### src/rtl/f1_start_seq.sv
// F1 start-light sequencer: fills the lamp bar, holds for an external
// delay, goes dark, then times the player's reaction or flags a jump-start.
module f1_start_seq #(
  parameter int N_LIGHTS = 8,
  parameter int DELAY_W  = 7,
  parameter int REACT_W  = 16
) (
  input  logic                clk,
  input  logic                rst,
  input  logic                trigger,
  input  logic                tick,
  input  logic [DELAY_W-1:0]  delay,
  input  logic                stop,
  output logic [N_LIGHTS-1:0] data_out,
  output logic                lights_out,
  output logic [REACT_W-1:0]  react_time,
  output logic                react_valid,
  output logic                false_start,
  output logic                busy
);

  typedef enum logic [1:0] {
    IDLE,
    FILL,
    HOLD,
    TIMING
  } state_e;

  localparam logic [REACT_W-1:0] RMAX = '1;

  state_e              state_q, state_d;
  logic [N_LIGHTS-1:0] data_q, data_d;
  logic [DELAY_W-1:0]  dcnt_q, dcnt_d;
  logic [REACT_W-1:0]  rcnt_q, rcnt_d;
  logic [REACT_W-1:0]  rtime_q, rtime_d;
  logic                rvalid_q, rvalid_d;
  logic                fstart_q, fstart_d;
  logic                lout_q, lout_d;
  logic                busy_q, busy_d;

  // Next-state and registered-output logic for the start sequence.
  always_comb begin
    state_d  = state_q;
    data_d   = data_q;
    dcnt_d   = dcnt_q;
    rcnt_d   = rcnt_q;
    rtime_d  = rtime_q;
    rvalid_d = rvalid_q;
    fstart_d = fstart_q;
    lout_d   = 1'b0;
    unique case (state_q)
      IDLE: begin
        data_d = '0;
        if (trigger) begin
          state_d  = FILL;
          rvalid_d = 1'b0;
          fstart_d = 1'b0;
        end
      end
      FILL: begin
        if (stop) begin
          data_d   = '0;
          fstart_d = 1'b1;
          state_d  = IDLE;
        end else if (tick) begin
          data_d = {data_q[N_LIGHTS-2:0], 1'b1};
          if (&data_q[N_LIGHTS-2:0]) begin
            dcnt_d  = delay;
            state_d = HOLD;
          end
        end
      end
      HOLD: begin
        if (stop) begin
          data_d   = '0;
          fstart_d = 1'b1;
          state_d  = IDLE;
        end else if (tick) begin
          if (dcnt_q == '0) begin
            data_d  = '0;
            lout_d  = 1'b1;
            rcnt_d  = '0;
            state_d = TIMING;
          end else begin
            dcnt_d = dcnt_q - 1'b1;
          end
        end
      end
      TIMING: begin
        if (stop) begin
          rtime_d  = rcnt_q;
          rvalid_d = 1'b1;
          state_d  = IDLE;
        end else if (rcnt_q != RMAX) begin
          rcnt_d = rcnt_q + 1'b1;
        end
      end
      default: state_d = IDLE;
    endcase
    busy_d = (state_d != IDLE);
  end

  // State and output registers, cleared asynchronously.
  always_ff @(posedge clk or negedge rst) begin
    if (!rst) begin
      state_q  <= IDLE;
      data_q   <= '0;
      dcnt_q   <= '0;
      rcnt_q   <= '0;
      rtime_q  <= '0;
      rvalid_q <= 1'b0;
      fstart_q <= 1'b0;
      lout_q   <= 1'b0;
      busy_q   <= 1'b0;
    end else begin
      state_q  <= state_d;
      data_q   <= data_d;
      dcnt_q   <= dcnt_d;
      rcnt_q   <= rcnt_d;
      rtime_q  <= rtime_d;
      rvalid_q <= rvalid_d;
      fstart_q <= fstart_d;
      lout_q   <= lout_d;
      busy_q   <= busy_d;
    end
  end

  assign data_out    = data_q;
  assign lights_out  = lout_q;
  assign react_time  = rtime_q;
  assign react_valid = rvalid_q;
  assign false_start = fstart_q;
  assign busy        = busy_q;

endmodule

### config.mk
export PLATFORM = sky130hd
export DESIGN_NAME = f1_start_seq
export DESIGN_NICKNAME = d
export VERILOG_FILES = /design/src/rtl/f1_start_seq.sv
export SDC_FILE = /design/constraint.sdc
export NUM_CORES = 1
export LEC_CHECK = 0
export ABC_CLOCK_PERIOD_IN_PS = 2700
export BUFFER_PORTS_ARGS = -buffer_cell sky130_fd_sc_hd__clkbuf_2
export CORE_MARGIN = 8
export CORE_UTILIZATION = 45
export DETAILED_ROUTE_END_ITERATION = 16
export PLACE_DENSITY_LB_ADDON = 0.25
export SYNTH_ARGS = -nofsm -noshare
export SYNTH_HDL_FRONTEND = slang
export SYNTH_SLANG_ARGS = --single-unit
### constraint.sdc
create_clock -name clk -period 2.7 [get_ports clk]
set_input_delay 0.54 -clock clk [delete_from_list [all_inputs] [get_ports clk]]
set_output_delay 0.54 -clock clk [all_outputs]
set_load 0.02 [all_outputs]
Word-level counts from Yosys, hierarchy flattened
Cells that the tools add are included.
{ "totals": {"reg_bits": 53, "input_bits": 12, "output_inout_bits": 28, "word_cells": 82} }
{ "classes": {"n_addsub": 2, "eq_ne": 19, "muxes": 36, "n_reduce_logical": 16} }
{ "op_table": {"columns": ["op", "n"], "rows": [
  ["16-bit two-way mux", 5],
  ["7-bit two-way mux", 6],
  ["8-bit two-way mux", 5],
  ["16-bit case mux with 2 select lines", 1],
  ["8-bit case mux with 3 select lines", 1],
  ["2-bit inequality test (second input constant)", 11],
  ["16-bit by 1-bit adder with 16-bit output (second input constant)", 1],
  ["2-bit two-way mux", 8],
  ["16-bit inequality test (second input constant)", 1],
  ["7-bit case mux with 2 select lines", 1],
  ["7-bit AND reduction", 2],
  ["2-bit nonzero test", 5],
  ["3-bit inequality test (second input constant)", 3],
  ["2-bit case mux with 4 select lines", 1],
  ["7-bit logical NOT", 1],
  ["7-bit by 1-bit subtractor with 7-bit output (second input constant)", 1],
  ["1-bit two-way mux", 6],
  ["3-bit AND reduction", 2],
  ["6-bit AND reduction", 1],
  ["2-bit == test (second input constant)", 2],
  ["1-bit case mux with 2 select lines", 2],
  ["4-bit AND reduction", 1],
  ["3-bit nonzero test", 1],
  ["2-bit by 1-bit == test with 1-bit output (second input constant)", 1],
  ["other kinds (4)", 4]
]} }

Depth between registers and ports, before layout
{ "depth": {"depth_word": 6, "mapped_depth": 9, "depth_no_buf": 7} }

Worst setup path after synthesis
No wires, ideal clock.
{ "synth_path": {"kind": "register -> register", "from": "reg state_q[0]", "to": "reg data_q[1] (netlist: data_out[1])", "setup_time_ns": 0.121, "arrival_ns": 1.711, "required_time_ns": 2.579, "slack_ns": 0.868, "path_stages_with_launch": 10, "n_path_buf": 2, "period_less_slack_ns": 1.832, "cell_sequence": "dfrtp_1 > inv_1 > ha_1 > buf_2 > inv_1 > a31o_1 > a21oi_1 > or2_1 > buf_2 > a22o_1"} }
{ "synth_between": {"elab_chain_cells": 3, "elab_cells_between_ends": 9, "cone_classes": "5 x eq/ne; 1 x mux; 3 x reduce/logical"} }
{ "synth_lines": {"columns": ["item", "line", "text"], "rows": [
  ["from (decl)", "31", "state_e state_q, state_d;"],
  ["from (signal assigned)", "116", "state_q <= state_d;"],
  ["2-bit == test (tied with other cells)", "51", "unique case (state_q)"],
  ["3-bit inequality test (no line) or 3-bit nonzero test (tied branches)", null, null],
  ["4-bit AND reduction (no line)", null, null],
  ["to (signal assigned)", "117", "data_q <= data_d;"],
  ["to (decl)", "32", "logic [N_LIGHTS-1:0] data_q, data_d;"]
]} }
Several ways; a longest one is shown, not always the timed one.
A chain may end at the register's enable or synchronous reset.

Worst setup path in the final report
{ "layout_path": {"from": "reg state_q[0]", "to": "reg dcnt_q[0]"} }
{ "layout_between": {"elab_chain_cells": 3, "elab_cells_between_ends": 11, "cone_classes": "8 x eq/ne; 1 x mux; 2 x reduce/logical"} }
{ "layout_lines": {"columns": ["item", "line", "text"], "rows": [
  ["2-bit == test or 2-bit by 1-bit == test with 1-bit output (tied branches)", "51", null],
  ["2-bit inequality test (no line) or 2-bit nonzero test (tied branches)", null, null],
  ["7-bit AND reduction (no line)", null, null],
  ["to (signal assigned)", "118", "dcnt_q <= dcnt_d;"],
  ["to (decl)", "33", "logic [DELAY_W-1:0] dcnt_q, dcnt_d;"]
]} }
Several ways; a longest one is shown, not always the timed one.

==> impl_metrics.csv <==
group,metric,value,unit
critical_path,cp.arrival,2.37,ns
floorplan,pin_count,40,
routing,wire_per_inst,15.1,um
clocking,cts_resized,0,
cells_and_area,final_util,0.511,
synth,synth_top_family_by_area,"compound AO/OA/AOI/OAI gates",
global_routing,grt_use_total,0.140,
power,ir_drop,0.429,mV
timing,setup_viol,0,
critical_path,cp_data_required_time,2.94,ns
critical_path,endpoint_kind,"flip-flop",
critical_path,cp_cell_sequence,"inv_1, ha_1, inv_1, a21oi_1, nand3_1, or3_1, o21ai_0",
critical_path,crit_buf_inv,2,
synth,yosys_warnings,0,
critical_path,setup.worst_path.class,"flip-flop to flip-flop",
routing,vias,2185,
power,power_frac_clock,0.191,
routing,drc_errors,0,
cells_and_area,drive_gt1_frac,0.255,
synth,synth_compound_area_frac,0.197,
clocking,cts.clk_slew.worst_paths,0.09,ns
critical_path,cp_slowest_cell,"or3_1",
power,pwr-share-comb,0.355,
global_routing,grt_max_degree,20,
global_routing,grt_pass1_vias,2163,
critical_path,crit_family,"simple AND/OR/NAND/NOR gates",
synth,synth-edff-count,0,
synth,ys_types,53,
clocking,cts_setup_buffers,0,
clocking,numCtsBuffers,5,
cells_and_area,fillers,577,
timing,finClkSkew,0.00913,ns
timing,period_share,0.789,
synth,synth.largest_area_cell,"dfrtp_1",
timing,maxSlewViolCount,0,
global_routing,grt_pass1_wl,10100,um
synth,async_reset_ff_frac,1.00,
clocking,clock_latency,0.31,ns
worst_hold_path,hp-class,"input pin to asynchronous set/reset pin",
critical_path,critPathMaxStageDelay,0.47,ns
power,internal_power,0.00138,W
critical_path,path_common_cell,"inv_1",
cells_and_area,mostFrequentLayoutCells,"dfrtp_1, clkbuf_2, a21oi_1",
floorplan,initial_core_util,0.456,
synth,syn_area,2830,um^2
power,p_seq_frac,0.454,
timing,period_needed,2.13,ns
synth,yosysTopAreaCellShare,0.469,
timing,setup_tns,0,ns
critical_path,cp_max_fo,15,
clocking,htree_levels,2,
critical_path,r2r_start,"state_q[0]",
placement,dp_hpwl,4320,um
synth,synth.avg_cell_area,10.2,um^2
synth,netlist_top_cells_area,"dfrtp_1, mux2_2, a21oi_1",
synth,synth.area.mux_share,0.0708,
routing,drtIter0Drc,115,
global_routing,antenna_found_initial,0,
routing,routed_via_density,5.59,
synth,synth-adder-area-share,0.0354,
floorplan,fp.dieW,95.3,um
routing,finalWirelength,5890,um
clocking,cts_tree,"built",
cells_and_area,layout_commonest_cell,"dfrtp_1",
synth,synth_flop_cell,"dfrtp_1",
placement,gp_congestion,0.873,
power,power.density,709,nW/um^2
floorplan,dieArea,9070,um^2
floorplan,rows,29,
cells_and_area,num_antenna_cells,0,
synth,synthXorXnorAreaFrac,0,
timing,tightest_slew,0.712,ns
cells_and_area,instances_no_fill,391,
cells_and_area,syn_to_final_growth,12.1,%
placement,io_buffers,39,
synth,ys_seq_elements,53,
timing,grt_setup_unrepaired,"false",
power,power.leakage,1.50,nW
run,drv_cap,0,
critical_path,critPathLaunchType,"flip-flop",
cells_and_area,multi_input_area,1390,um^2
critical_path,startpoint,"state_q[0]",
clocking,cts_buffer_depth,2,
timing,max_slew_margin,0.525,
cells_and_area,nets,333,
routing,drt.antenna.violating_nets,0,
global_routing,grt_overflow,0,
floorplan,fp.dieH,95.3,um
synth,netlist_instances,276,
timing,hold_viol,0,
routing,drtPass1Iterations,4,
placement,place_inst,383,
timing,max_freq,470,MHz
synth,syn_nets,296,
power,swShare,0.385,
floorplan,core,6200,um^2
power,p_sw,0.000864,W
clocking,cts_root_buffer,"clkbuf_8",
cells_and_area,regArea,1330,um^2
clocking,cts.sinks,53,
synth,yosysSeqAreaShare,0.469,
clocking,holdBufCountCts,0,
run_status,status,"complete, no violations",
synth,synth-simple-area-share,0.187,
==> power groups by stage <==
stage / clock network (W) / registers (W) / logic [W]
floorplan: 0 / 0.00105 / 0.000564
global placement: 0 / 0.00103 / 0.000791
detailed placement: 0 / 0.00103 / 0.000797
CTS: 0.000453 / 0.00102 / 0.000800
global route: 0.000483 / 0.00103 / 0.000905
finish: 0.000428 / 0.00102 / 0.000797
==> metal layers <==
layer  vias to the layer above  GRT usage  wire length, um
met2                        45      0.212             2660
met1                      1034      0.188             2860
li1                       1099          -                -
met3                         7     0.0402              276
met4                         0     0.0455               97
met5                         -          0                0
==> synthesized netlist by cell type (2+ instances only) <==
| cell type | n |
|---|---|
| dfrtp_1 | 53 |
| a21oi_1 | 22 |
| nor2_1 | 18 |
| nand2_1 | 17 |
| o21ai_0 | 17 |
| mux2_2 | 16 |
| inv_1 | 12 |
| a31oi_1 | 11 |
| nand3_1 | 10 |
| buf_2 | 8 |
| ha_1 | 8 |
| a22o_1 | 7 |
| nand4_1 | 6 |
| nor3_1 | 6 |
| and3_1 | 4 |
| clkbuf_1 | 4 |
| nand2b_1 | 4 |
| nor2b_1 | 4 |
| o21ai_1 | 4 |
| o22a_1 | 3 |
| o31ai_1 | 3 |
| a211o_1 | 2 |
| a221o_1 | 2 |
| a41oi_1 | 2 |
| buf_4 | 2 |
| mux2i_1 | 2 |
| o41ai_1 | 2 |
| or2_2 | 2 |
==> registers in the layout, indices dropped and copies added, names as in the netlist, 2 cells and up <==
register and count:
react_time 16, dcnt_q 7, data_out 8, state_q 2, rcnt_q 16
==> per-stage QoR <==
step	cell area, um^2	total power (W)	worst slack, ns	hold WS, ns
final	3170	0.00224	0.570	0.159
after global routing	3170	0.00242	0.348	0.183
after CTS	3170	0.00227	0.568	0.167
after detailed placement	3090	0.00183	0.597	0.494
after global placement	3090	0.00182	0.630	0.487
after floorplan	2830	0.00161	0.868	0.244
==> logic make-up (layout without fill, tap and decap cells) <==
| family | count (synthesis) | in the layout |
|---|---|---|
| buffers and inverters | 26 | 64 |
| AO/OA/AOI/OAI | 84 | 84 |
| multiplexers | 18 | 18 |
| flip-flops | 53 | 53 |
| adder cells (fa/ha/maj) | 8 | 8 |
| AND/OR/NAND/NOR | 87 | 87 |
==> final timing paths <==
path / endpoint / slack [ns] / cells past startpoint
max in group asynchronous: react_time[15] / 1.93 / 2
worst max-delay path: dcnt_q[0] / 0.57 / 7
min in group clk: react_time[7] / 0.51 / 1
worst min register to register: react_time[7] / 0.51 / 1
worst min-delay path: dcnt_q[0] / 0.16 / 1
worst max register to register: dcnt_q[0] / 0.57 / 7
==> worst register-to-register path, stage by stage (launching register included) <==
cell and delay, ns:
dfrtp_1 0.44, inv_1 0.12, ha_1 0.25, inv_1 0.15, a21oi_1 0.17, nand3_1 0.38, or3_1 0.47, o21ai_0 0.07
==> cell type report <==
class,count,share of cell area
clock buffers,6,0.0229
inverters,12,0.0142
repair buffers,44,0.0735
flip-flops and latches,53,0.419
multi-input cells,197,0.437
well taps,77,0.0304
clock inverters,2,0.00316
No activity file was read; power rests on OpenSTA's default activity.
